## src/rtl/player_pkg.sv

```systemverilog
// Shared types and constants for the song player: note/octave codes, field widths
// and the sequencer FSM state encoding.
package player_pkg;

  localparam int NOTE_W = 4;
  localparam int DUR_W  = 4;
  localparam int OCT_W  = 2;

  localparam logic [NOTE_W-1:0] NOTE_REST = 4'h0;
  localparam logic [NOTE_W-1:0] NOTE_PAD  = 4'hF;

  localparam logic [OCT_W-1:0] OCT_MID  = 2'b00;
  localparam logic [OCT_W-1:0] OCT_LOW  = 2'b01;
  localparam logic [OCT_W-1:0] OCT_HIGH = 2'b10;

  typedef enum logic [2:0] {
    ST_IDLE  = 3'd0,
    ST_LOAD  = 3'd1,
    ST_PLAY  = 3'd2,
    ST_PAUSE = 3'd3,
    ST_DONE  = 3'd4
  } seq_state_e;

  // A zero-length entry still lasts one duration unit.
  function automatic logic [DUR_W-1:0] dur_units(input logic [DUR_W-1:0] d);
    return (d == 4'd0) ? 4'd1 : d;
  endfunction

endpackage

```

## src/rtl/tick_prescaler.sv

```systemverilog
// Duration-unit timebase: counts TICK_DIV enabled cycles and flags the wrap with a
// one-cycle tick. clr restarts the unit and suppresses the tick.
module tick_prescaler #(
  parameter int TICK_DIV = 25_000_000
) (
  input  logic clk,
  input  logic rst_n,
  input  logic en,
  input  logic clr,
  output logic tick
);

  localparam int PW = (TICK_DIV > 1) ? $clog2(TICK_DIV) : 1;
  localparam logic [PW-1:0] CNT_MAX = PW'(TICK_DIV - 1);

  logic [PW-1:0] cnt_r;

  // Prescaler counter: advances only while enabled, wraps at CNT_MAX.
  always_ff @(posedge clk or negedge rst_n) begin
    if (!rst_n) begin
      cnt_r <= {PW{1'b0}};
    end else if (clr) begin
      cnt_r <= {PW{1'b0}};
    end else if (en) begin
      if (cnt_r == CNT_MAX) begin
        cnt_r <= {PW{1'b0}};
      end else begin
        cnt_r <= cnt_r + PW'(1);
      end
    end
  end

  assign tick = en && !clr && (cnt_r == CNT_MAX);

endmodule

```

## src/rtl/note_sequencer.sv

```systemverilog
// Steps through a snapshot of one song (NOTES entries of note/duration/octave) and
// presents each entry for its duration. Build option: SEQ_SKIP_PAD_EN skips 4'hF entries.
module note_sequencer
  import player_pkg::*;
#(
  parameter int NOTES    = 56,
  parameter int TICK_DIV = 25_000_000
) (
  input  logic                      clk,
  input  logic                      rst_n,
  input  logic [NOTES*NOTE_W-1:0]   song_packed,
  input  logic [NOTES*DUR_W-1:0]    time_continue,
  input  logic [NOTES*OCT_W-1:0]    octave_packed,
  input  logic                      start,
  input  logic                      pause,
  input  logic                      stop,
  output logic [NOTE_W-1:0]         note,
  output logic [OCT_W-1:0]          octave,
  output logic [5:0]                note_idx,
  output logic                      note_strobe,
  output logic                      playing,
  output logic                      done
);

  localparam int SONG_W = NOTES * NOTE_W;
  localparam int DURV_W = NOTES * DUR_W;
  localparam int OCTV_W = NOTES * OCT_W;
  localparam logic [5:0] LAST_IDX = 6'(NOTES - 1);

  seq_state_e          state_r;
  logic [SONG_W-1:0]   song_r;
  logic [DURV_W-1:0]   dur_r;
  logic [OCTV_W-1:0]   oct_r;
  logic [5:0]          idx_r;
  logic [DUR_W-1:0]    units_r;
  logic [NOTE_W-1:0]   cur_note_r;

  logic [NOTE_W-1:0]   song_tab_s [NOTES];
  logic [DUR_W-1:0]    dur_tab_s  [NOTES];
  logic [OCT_W-1:0]    oct_tab_s  [NOTES];
  logic [NOTE_W-1:0]   ent_note_s;
  logic [DUR_W-1:0]    ent_dur_s;
  logic [OCT_W-1:0]    ent_oct_s;
  logic                launch_s;
  logic                run_s;
  logic                pad_s;
  logic                tick_s;

  // Entry 0 sits in the most significant field of each packed vector.
  for (genvar g = 0; g < NOTES; g++) begin : g_tab
    assign song_tab_s[g] = song_r[SONG_W-1-NOTE_W*g -: NOTE_W];
    assign dur_tab_s[g]  = dur_r[DURV_W-1-DUR_W*g -: DUR_W];
    assign oct_tab_s[g]  = oct_r[OCTV_W-1-OCT_W*g -: OCT_W];
  end

  // Current-entry lookup and the qualifiers that drive the FSM and timebase.
  always_comb begin
    ent_note_s = song_tab_s[idx_r];
    ent_dur_s  = dur_tab_s[idx_r];
    ent_oct_s  = oct_tab_s[idx_r];
    launch_s   = ((state_r == ST_IDLE) || (state_r == ST_DONE)) && start && !stop;
    // The release cycle out of PAUSE already counts as playback time.
    run_s      = ((state_r == ST_PLAY) || (state_r == ST_PAUSE)) && !pause && !stop;
`ifdef SEQ_SKIP_PAD_EN
    pad_s      = (ent_note_s == NOTE_PAD);
`else
    pad_s      = 1'b0;
`endif
  end

  tick_prescaler #(.TICK_DIV(TICK_DIV)) u_prescaler (
    .clk   (clk),
    .rst_n (rst_n),
    .en    (run_s),
    .clr   (state_r == ST_LOAD),
    .tick  (tick_s)
  );

  // Snapshot registers: later input changes never disturb the song being played.
  always_ff @(posedge clk or negedge rst_n) begin
    if (!rst_n) begin
      song_r <= {SONG_W{1'b0}};
      dur_r  <= {DURV_W{1'b0}};
      oct_r  <= {OCTV_W{1'b0}};
    end else if (launch_s) begin
      song_r <= song_packed;
      dur_r  <= time_continue;
      oct_r  <= octave_packed;
    end
  end

  // Sequencer FSM with registered outputs; stop outranks start, pause outranks a wrap.
  always_ff @(posedge clk or negedge rst_n) begin
    if (!rst_n) begin
      state_r     <= ST_IDLE;
      idx_r       <= 6'd0;
      units_r     <= 4'd0;
      cur_note_r  <= NOTE_REST;
      note        <= NOTE_REST;
      octave      <= OCT_MID;
      note_idx    <= 6'd0;
      note_strobe <= 1'b0;
      playing     <= 1'b0;
      done        <= 1'b0;
    end else if (stop) begin
      state_r     <= ST_IDLE;
      idx_r       <= 6'd0;
      units_r     <= 4'd0;
      cur_note_r  <= NOTE_REST;
      note        <= NOTE_REST;
      octave      <= OCT_MID;
      note_idx    <= 6'd0;
      note_strobe <= 1'b0;
      playing     <= 1'b0;
      done        <= 1'b0;
    end else begin
      note_strobe <= 1'b0;
      case (state_r)
        ST_IDLE, ST_DONE: begin
          if (start) begin
            idx_r   <= 6'd0;
            done    <= 1'b0;
            state_r <= ST_LOAD;
          end
        end
        ST_LOAD: begin
          if (pad_s) begin
            if (idx_r == LAST_IDX) begin
              state_r <= ST_DONE;
              done    <= 1'b1;
              note    <= NOTE_REST;
            end else begin
              idx_r <= idx_r + 6'd1;
            end
          end else begin
            note        <= ent_note_s;
            cur_note_r  <= ent_note_s;
            octave      <= ent_oct_s;
            note_idx    <= idx_r;
            note_strobe <= 1'b1;
            units_r     <= dur_units(ent_dur_s);
            playing     <= 1'b1;
            state_r     <= ST_PLAY;
          end
        end
        ST_PLAY, ST_PAUSE: begin
          if (pause) begin
            state_r <= ST_PAUSE;
            note    <= NOTE_REST;
            playing <= 1'b0;
          end else if (tick_s && (units_r == 4'd1)) begin
            playing <= 1'b0;
            if (idx_r == LAST_IDX) begin
              state_r <= ST_DONE;
              done    <= 1'b1;
              note    <= NOTE_REST;
            end else begin
              idx_r   <= idx_r + 6'd1;
              note    <= cur_note_r;
              state_r <= ST_LOAD;
            end
          end else begin
            if (tick_s) begin
              units_r <= units_r - 4'd1;
            end
            note    <= cur_note_r;
            playing <= 1'b1;
            state_r <= ST_PLAY;
          end
        end
        default: begin
          state_r <= ST_IDLE;
        end
      endcase
    end
  end

endmodule

```

## config.mk

```make
export PLATFORM = sky130hd
export DESIGN_NAME = note_sequencer
export DESIGN_NICKNAME = d
export VERILOG_FILES = /design/src/rtl/player_pkg.sv /design/src/rtl/tick_prescaler.sv /design/src/rtl/note_sequencer.sv
export SDC_FILE = /design/constraint.sdc
export NUM_CORES = 1
export LEC_CHECK = 0
export ABC_AREA = 1
export ABC_CLOCK_PERIOD_IN_PS = 2500
export BUFFER_PORTS_ARGS = -buffer_cell sky130_fd_sc_hd__buf_2
export CELL_PAD_IN_SITES_DETAIL_PLACEMENT = 1
export CELL_PAD_IN_SITES_GLOBAL_PLACEMENT = 1
export CORE_MARGIN = 2
export CORE_UTILIZATION = 43
export DETAILED_ROUTE_END_ITERATION = 8
export PLACE_DENSITY_LB_ADDON = 0.12
export SYNTH_ARGS = -nofsm -noshare
export SYNTH_HDL_FRONTEND = slang
export SYNTH_SLANG_ARGS = --single-unit
```

## constraint.sdc

```tcl
create_clock -name clk -period 2.5 [get_ports clk]
set_clock_uncertainty 0.1 [all_clocks]
set_input_delay 0.5 -clock clk [delete_from_list [all_inputs] [get_ports clk]]
set_output_delay 0.5 -clock clk [all_outputs]
set_load 0.005 [all_outputs]
```

Yosys cells after proc, flatten, opt, wreduce, memory -nomap -nowiden
Cells that the tools add are included.

word-level totals
  bits of input ports = 565
  output and inout port bits = 15
  register bits after elaboration = 617
  logic and storage cells = 109

operators by class
  add/subtract/negate cells = 3
  muxes and demuxes = 53
  order comparisons = 1
  equality and inequality tests = 14
  reductions and logical operators = 23
  bitwise gates (word level) = 1

operators by type and width
  cell                                                  number
  two-way mux 25 bit                                    3
  two-way mux 4 bit                                     15
  binary-select mux 4 bit (select 6 bit)                2
  two-way mux 6 bit                                     7
  adder 25 x 1 -> 25 bit (second input constant)        1
  equality test 25 bit (second input constant)          1
  inequality test 3 bit (second input constant)         7
  one-hot mux 4 bit (2 select lines)                    2
  two-way mux 3 bit                                     5
  binary-select mux 2 bit (select 6 bit)                1
  one-hot mux 6 bit (2 select lines)                    1
  two-way mux 1 bit                                     10
  AND reduction 5 bit                                   2
  one-hot mux 3 bit (3 select lines)                    1
  two-way mux 2 bit                                     4
  >= comparator 7 bit (second input constant)           1
  logical AND 1 bit                                     7
  inverter 6 -> 7 bit                                   1
  adder 6 x 1 -> 6 bit (second input constant)          1
  equality test 3 x 2 -> 1 bit (second input constant)  2
  equality test 6 bit (second input constant)           1
  nonzero test 3 bit                                    2
  equality test 4 x 1 -> 1 bit (second input constant)  1
  zero test 4 bit                                       1
  other kinds (10)                                      16

Depth between registers and ports, before layout
Gate-level depths: netlist of the first run.

  word-level depth = 11
  depth in mapped cells = 17
  mapped depth without buffers = 16

Cells and area by module
A second synthesis of the first run with hierarchy kept.

second synthesis, totals
  cell total of the unflattened synthesis = 3200
  area total of the unflattened synthesis = 29530.8 um2

modules (own cells, without submodules)
  module          seq. area each (um2)  area an instance (um2)  cells each  times used
  note_sequencer  14814.2               27868.0                 2969        1
  tick_prescaler  625.6                 1662.8                  231         1

Worst setup path after synthesis of the first run
Ideal clock, no wire load.

  kind = input port to flip-flop
  from = input port stop
  to = register dur_r[0]
  required time = 2275 ps
  path slack = 549 ps
  stages = 6
  path buffers = 4
  arrival time = 1726 ps
  library setup time = 125 ps
  cells stage by stage = buf_4 nand3b_1 buf_2 clkbuf_1 buf_2 mux2_2

on the way
  longest elaborated chain between the ends = 2

RTL lines
  what                  line                  source
  start, declared       note_sequencer.sv:16  input logic stop,
  zero test 1 bit       note_sequencer.sv:61  launch_s = ((state_r == ST_IDLE) || (state_r == ST_DONE)) && start && !stop;
  logical AND 1 bit     note_sequencer.sv:61
  end signal, assigned  note_sequencer.sv:83  dur_r <= {DURV_W{1'b0}};
  end signal, assigned  note_sequencer.sv:87  dur_r <= time_continue;
  end, declared         note_sequencer.sv:32  logic [DURV_W-1:0] dur_r;

No other way between the ends.
A chain may end at the register's enable or synchronous reset.

Worst setup path after layout of the first run
  from = register idx_r[0]
  to = register note[1]

on the way
  longest elaborated chain between the ends = 6
  elaborated cells on any way between the ends = 10
  classes of those cells = eq/ne (1); mux (8); bitwise (1)

RTL lines
  what                                                                                     line                                         source
  start, declared                                                                          note_sequencer.sv:34                         logic [5:0] idx_r;
  start signal, assigned                                                                   note_sequencer.sv:133                        idx_r <= idx_r + 6'd1;
  start signal, assigned                                                                   note_sequencer.sv:158                        idx_r <= idx_r + 6'd1;
  inverter 6 -> 7 bit (not written as such) / equality test 6 bit (equally long branches)  note_sequencer.sv:58, note_sequencer.sv:153
  binary-select mux 4 bit (select 6 bit) / two-way mux 4 bit (equally long branches)       note_sequencer.sv:58, note_sequencer.sv:153
  two-way mux 4 bit (on tied branches)                                                     note_sequencer.sv:58, note_sequencer.sv:151
  two-way mux 4 bit (on tied branches)                                                     note_sequencer.sv:58, note_sequencer.sv:147
  one-hot mux 4 bit (2 select lines) *                                                     note_sequencer.sv:118                        case (state_r)
  two-way mux 4 bit *                                                                      note_sequencer.sv:105                        end else if (stop) begin
  end signal, assigned                                                                     note_sequencer.sv:136                        note <= ent_note_s;
  end signal, assigned                                                                     note_sequencer.sv:159                        note <= cur_note_r;
  end signal, assigned                                                                     note_sequencer.sv:166                        note <= cur_note_r;
  end, declared                                                                            note_sequencer.sv:17                         output logic [NOTE_W-1:0] note,

Mark *: on every way between the ends. The rest lies on a longest branch, timed or not. The select of a mux whose other input is x is not followed.

==> results of run 1 <==
-- registers in the layout, summed over array words and instances (netlist names) --
name	flops
dur_r	224
song_r	224
oct_r	112
u_prescaler.cnt_r	25
idx_r	6
note_idx	6
cur_note_r	4
note	4
units_r	4
state_r	3
octave	2
done	1
note_strobe	1
playing	1
-- power breakdown --
group | internal, W | switching, W | leakage [nW] | total (W)
Clock | 0.00606 | 0.00434 | 1.14 | 0.0104
Sequential | 0.0125 | 0.00137 | 7.20 | 0.0139
Combinational | 0.00284 | 0.00292 | 9.23 | 0.00576
-- final timing paths --
kind | from | endpoint | slack [ns] | cells past startpoint
min in group asynchronous | rst_n | dur_r[86] | 0.29 | 2
worst max-delay path | idx_r[0] | note[1] | 0.16 | 9
max in group asynchronous | rst_n | dur_r[154] | 0.94 | 3
worst min-delay path | song_packed[185] | song_r[185] | 0.01 | 2
worst max register to register | idx_r[0] | note[1] | 0.16 | 9
worst min register to register | octave[0] | octave[0] | 0.38 | 2
-- layout by cell type, fill, tap and decap left out, drive strengths merged, types with 7 or more instances in the layout --
cell / count
a21boi: 9
a21oi: 290
a31oi: 7
buf: 673
clkbuf: 98
clkinv: 20
dfrtp: 617
diode: 7
dlygate4sd3: 123
inv: 231
mux2: 391
mux2i: 18
nand2: 397
nand3: 197
nand4: 10
nor2: 289
nor3: 18
o211ai: 59
o21ai: 191
o22ai: 31
-- cells by family after synthesis --
group	after synthesis	share of synthesized area
buffers and inverters	429	0.0651
multiplexers	409	0.157
flip-flops	617	0.529
adder cells (fa/ha/maj)	4	0.00171
AO/OA/AOI/OAI	607	0.114
AND/OR/NAND/NOR	917	0.132
XOR/XNOR	5	0.00150
-- area by class of cell --
class,count,area (µm²),share of cell area
Timing Repair Buffer,796,5300,0.144
Multi-Input combinational cell,1942,11900,0.322
Tap cell,873,1090,0.0296
Sequential cell,617,15500,0.419
Inverter,232,882,0.0239
Clock buffer,98,2010,0.0544
Antenna cell,7,17.5,0.000475
Clock inverter,23,279,0.00756
-- metrics by stage --
stage	cell area, µm²	power, W	std cells	hold slack [ns]	utilization
3_5_place_dp	33300	0.0195	4336	0.359	0.496
3_3_place_gp	33300	0.0191	4336	0.358	0.496
5_1_grt	36900	0.0314	4587	0.00397	0.550
4_1_cts	36800	0.0301	4577	0.0000725	0.548
6_report	36900	0.0300	4588	0.0120	0.550
2_1_floorplan	29200	0.0171	2988	0.104	-
-- what timing repair did --
item	in CTS	in global routing
pin swaps	0	1
hold buffers	120	3
setup endpoints to repair	2	8
hold endpoints to repair	149	3
gates resized for setup	1	6
buffers inserted	0	1
-- routing by layer --
metal,wire length [µm],GRT usage,up-vias
met5,64,0,-
li1,-,-,11400
met4,5880,0.159,10
met2,53400,0.523,832
met1,44100,0.385,12800
met3,6080,0.0608,271
-- Yosys cell counts (31+ instances only) --
| cell | instances |
|---|---|
| nor2_1 | 281 |
| mux2_2 | 391 |
| o211ai_1 | 59 |
| clkbuf_1 | 43 |
| inv_1 | 222 |
| o21ai_0 | 182 |
| a21oi_1 | 290 |
| nand2_1 | 394 |
| buf_4 | 35 |
| dfrtp_1 | 617 |
| o22ai_1 | 31 |
| buf_2 | 113 |
| nand3_1 | 196 |
==> key figures, run 1 <==
CTS
  • # clock sinks: 617
  • Inserted Clock Buffers: 70
  • Clock slew at reported path FFs: 0.06 ns
  • CTS tree: built
  • CTS HTree Levels: 3
  • Root Buffer: clkbuf_16
  • Bufs on Longest Clock Path: 3
  • Latest clock arrival within the worst-skew pair: 0.63 ns

Job
  • Max Cap Violations: 0

Min path
  • Worst Hold Class: in -> reg

Global routing
  • All-Layer GR Usage: 0.312
  • Vias in the first global route: 27.6k
  • Initial antenna violation count: 16
  • Total grt overflow: 0
  • Largest net degree at the start of global routing: 101
  • First-pass GRT wire length: 165000 µm

Yosys
  • Yosys cell types: 46
  • Register area share after synthesis: 0.529
  • Async SR Flop Fraction: 1.00
  • Synth area leader: dfrtp_1
  • Top FF cell, synth: dfrtp_1
  • Seq cells post-synth: 617
  • Cell count after synthesis: 2988
  • Ys Warns: 0
  • Post-synth EDFFs: 0
  • Mapped Avg Cell Area: 9.77 µm²
  • Post-Syn Area: 29200 µm²
  • Main area contributors after synthesis: dfrtp_1 (53%), mux2_2 (15%), nand2_1 (5.1%), a21oi_1 (5.0%), nor2_1 (3.6%)
  • Top-area cell type share of the netlist area: 0.529
  • Syn nets: 3557

STA
  • Tcrit/Tclk final: 0.938
  • Max Slew Vio Count: 0
  • Final setup margin: 0.156 ns
  • Crit path time final: 2.34 ns
  • Tightest Pin Transition: 0.599 ns
  • Max frequency: 427 MHz
  • RSZ-0062 raised after global routing: yes
  • Fin Setup TNS: 0 ns
  • Relative slew slack: 0.601
  • Setup Viol. Count Final: 0
  • Final Hold Viols: 0

Critical path
  • Startpoint types: flip-flop
  • Most used cell, CP: nand2_1
  • Critical Path End Type: flip-flop
  • Slowest cell on crit path: dfrtp_4
  • Cell family with most CP delay: flip-flops
  • Max FO, Critical Path: 59
  • Worst-path cell chain: buf_12 > mux2i_1 > o22ai_1 > o21ai_0 > nand2_1 > nor2_2 > nand2_1 > nand3_1 > a21oi_1
  • Worst Path Arrival: 2.74 ns
  • WS Path Type: reg -> reg
  • Worst EP required: 2.89 ns
  • CP max stage delay: 0.58 ns
  • Buf+Inv Stages, Crit Path: 1

Power and ir drop
  • Peak supply drop: 557 µV
  • Pwr Density: 813 nW/µm²
  • Leakage: 17.6 nW

Detailed routing
  • Initial DRC count: 1843
  • DRC viols: 0
  • WL final: 110000 µm
  • Wire per inst: 23.9 µm
  • 1st-pass router iterations: 5
  • DR vias/cell: 5.53
  • Via count: 25.4k
  • DRT antenna net count: 0

Floorplan
  • Die footprint: 70000 µm²
  • Starting Density: 0.435
  • I/O pin count: 580
  • Die Wd: 265 µm
  • Die height: 265 µm
  • Core Footprint: 67200 µm²
  • Num rows: 95

Layout
  • Layout cell share with drive strength beyond 1: 0.325
  • # nets final: 4228
  • Synthesis-to-layout area growth: 26.4%
  • Filler cells: 7576

Place
  • DPL Wire Length: 77800 µm
  • Port bufs: 579
  • Placer Congestion: 0.874
  • Pre-CTS setup slack: -0.00229 ns

Outcome
  • Status: completed
No activity file was read; power rests on OpenSTA's default activity.
==> run 2: changes to the inputs <==
--- a/config.mk
+++ b/config.mk
@@ -12,6 +12,7 @@
 export CELL_PAD_IN_SITES_GLOBAL_PLACEMENT = 1
 export CORE_MARGIN = 2
 export CORE_UTILIZATION = 43
+export CTS_BUF_LIST = sky130_fd_sc_hd__clkbuf_16
 export DETAILED_ROUTE_END_ITERATION = 8
 export PLACE_DENSITY_LB_ADDON = 0.12
 export SYNTH_ARGS = -nofsm -noshare
==> key figures, run 2 (same netlist as run 1, synthesis figures left out) <==
Critical path
  • Startpoint types: flip-flop
  • Worst-path cell chain: clkinv_2 > buf_16 > nand2_1 > a21oi_1 > a211oi_1 > o21ai_0 > nand2_1 > nor2_1 > nand2_1 > nand3_1 > a21oi_1
  • Most used cell, CP: nand2_1
  • WS Path Type: reg -> reg
  • Crit Reg-Reg Startpoint: idx_r[1]
  • Worst Path Arrival: 2.76 ns
  • Reg2reg end: note[0]
  • Reg-to-reg slack, setup: 0.13 ns
  • CP max stage delay: 0.56 ns
  • R2R depth: 11
  • Max FO, Critical Path: 51
  • Critical Path End Type: flip-flop
  • Worst EP required: 2.89 ns
  • Slowest cell on crit path: dfrtp_4

STA
  • Relative slew slack: 0.602
  • Tcrit/Tclk final: 0.948
  • Fin Setup TNS: 0 ns
  • Final Hold Viols: 0
  • Final setup margin: 0.131 ns
  • Hold WS: 0.0175 ns
  • Tightest Pin Transition: 0.597 ns
  • Setup Viol. Count Final: 0
  • RSZ-0062 raised after global routing: yes
  • Max frequency: 422 MHz
  • Max Slew Vio Count: 0
  • Crit path time final: 2.37 ns

Place
  • Port bufs: 579
  • DPL Wire Length: 77800 µm
  • Placer Congestion: 0.874
  • Pre-CTS setup slack: -0.00229 ns

Floorplan
  • Die footprint: 70000 µm²
  • Starting Density: 0.435
  • Num rows: 95
  • Die Wd: 265 µm
  • Die height: 265 µm
  • Core Footprint: 67200 µm²
  • I/O pin count: 580

CTS
  • # clock sinks: 617
  • CTS HTree Levels: 3
  • Bufs on Longest Clock Path: 3
  • Inserted Clock Buffers: 70
  • CTS tree: built
  • Root Buffer: clkbuf_16
  • Clock slew at reported path FFs: 0.06 ns
  • Latest clock arrival within the worst-skew pair: 0.63 ns

Layout
  • Filler cells: 7598
  • Biggest regs: dur_r (224), song_r (224), oct_r (112)
  • Layout cell share with drive strength beyond 1: 0.324
  • # nets final: 4212
  • Commonest non-fill, non-tap cell in the layout: dfrtp_1
  • Synthesis-to-layout area growth: 25.5%
  • Most frequent cells in the layout: dfrtp_1 (613), buf_2 (578), nand2_1 (394), mux2_2 (391), a21oi_1 (290)

Job
  • Max Cap Violations: 0

Power and ir drop
  • Peak supply drop: 492 µV
  • Pwr Density: 806 nW/µm²
  • Leakage: 17.5 nW

Min path
  • Worst Hold Class: in -> reg
  • Hold_sp: song_packed[185]
  • Worst hold endpoint: song_r[185]
  • Hold path cells: 2

Global routing
  • First-pass GRT wire length: 163000 µm
  • Vias in the first global route: 27.5k
  • Largest net degree at the start of global routing: 101
  • Initial antenna violation count: 15
  • All-Layer GR Usage: 0.308
  • Total grt overflow: 0

Detailed routing
  • DRT antenna net count: 0
  • Wire per inst: 23.7 µm
  • Initial DRC count: 1881
  • DRC viols: 0
  • WL final: 108000 µm
  • DR vias/cell: 5.54
  • 1st-pass router iterations: 5
  • Via count: 25.3k

Outcome
  • Status: completed
## run 2: cell types whose count changed in the layout (fill, tap and decap cells not counted), sizes merged
cell,delta
inv,+15
dlygate4sd3,-16
clkinv,+11
clkbuf,-26
## run 2: repair_timing
item / CTS / global route
setup buffers: 0 / 1
hold buffers: 105 / 2
pin swaps: 0 / 1
endpoints found under the setup margin: 2 / 7
endpoints found under the hold margin: 134 / 2
gates resized for setup: 1 / 6
## run 2: final cells by class
cell class                      instances  area [µm²]  share of cell area
Sequential cell                       617       15500               0.422
Multi-Input combinational cell       1942       11900               0.324
Timing Repair Buffer                  780        5140               0.140
Clock buffer                           72        1800              0.0492
Tap cell                              873        1090              0.0298
Inverter                              232         882              0.0241
Clock inverter                         49         377              0.0103
Antenna cell                            7        17.5            0.000478
## run 2: per-stage QoR
stage          cell area [µm²]  utilization  power (W)  instances
6_report                 36600        0.546     0.0295       4572
5_1_grt                  36600        0.546     0.0310       4570
4_1_cts                  36600        0.545     0.0297       4562
3_5_place_dp             33300        0.496     0.0195       4336
3_3_place_gp             33300        0.496     0.0191       4336
2_1_floorplan            29200            -     0.0171       2988
## run 2: critical path, delay by kind of cell (launching register included)
family / cells / cell delay [ns]
flops: 1 / 0.56
buf+inv: 2 / 0.39
compound gates: 4 / 0.47
simple gates: 5 / 0.71
## run 2: how the worst max path moves through the flow
| stage | start | end | slack [ns] | cells after the start |
|---|---|---|---|---|
| after global placement | idx_r[0] | note[3] | 0.06 | 9 |
| final | idx_r[1] | note[0] | 0.13 | 11 |
| after floorplan | stop | dur_r[0] | 0.55 | 6 |
| after CTS | idx_r[1] | note[3] | 0.07 | 11 |
| after global routing | idx_r[1] | note[3] | -0.02 | 11 |
| after detailed placement | idx_r[1] | note[3] | -0.002 | 11 |
## run 2: routing by layer
metal	part of all wire	GRT usage	vias up
li1	-	-	11400
met1	0.41	0.381	12900
met2	0.49	0.517	784
met3	0.053	0.0576	266
met4	0.053	0.157	10
met5	0.00062	0	-
## run 2: power breakdown
group          internal [W]  total (W)  switching, W
logic               0.00282    0.00572       0.00290
clock network       0.00565    0.00996       0.00430
registers            0.0125     0.0139       0.00136
total                0.0210     0.0295       0.00856
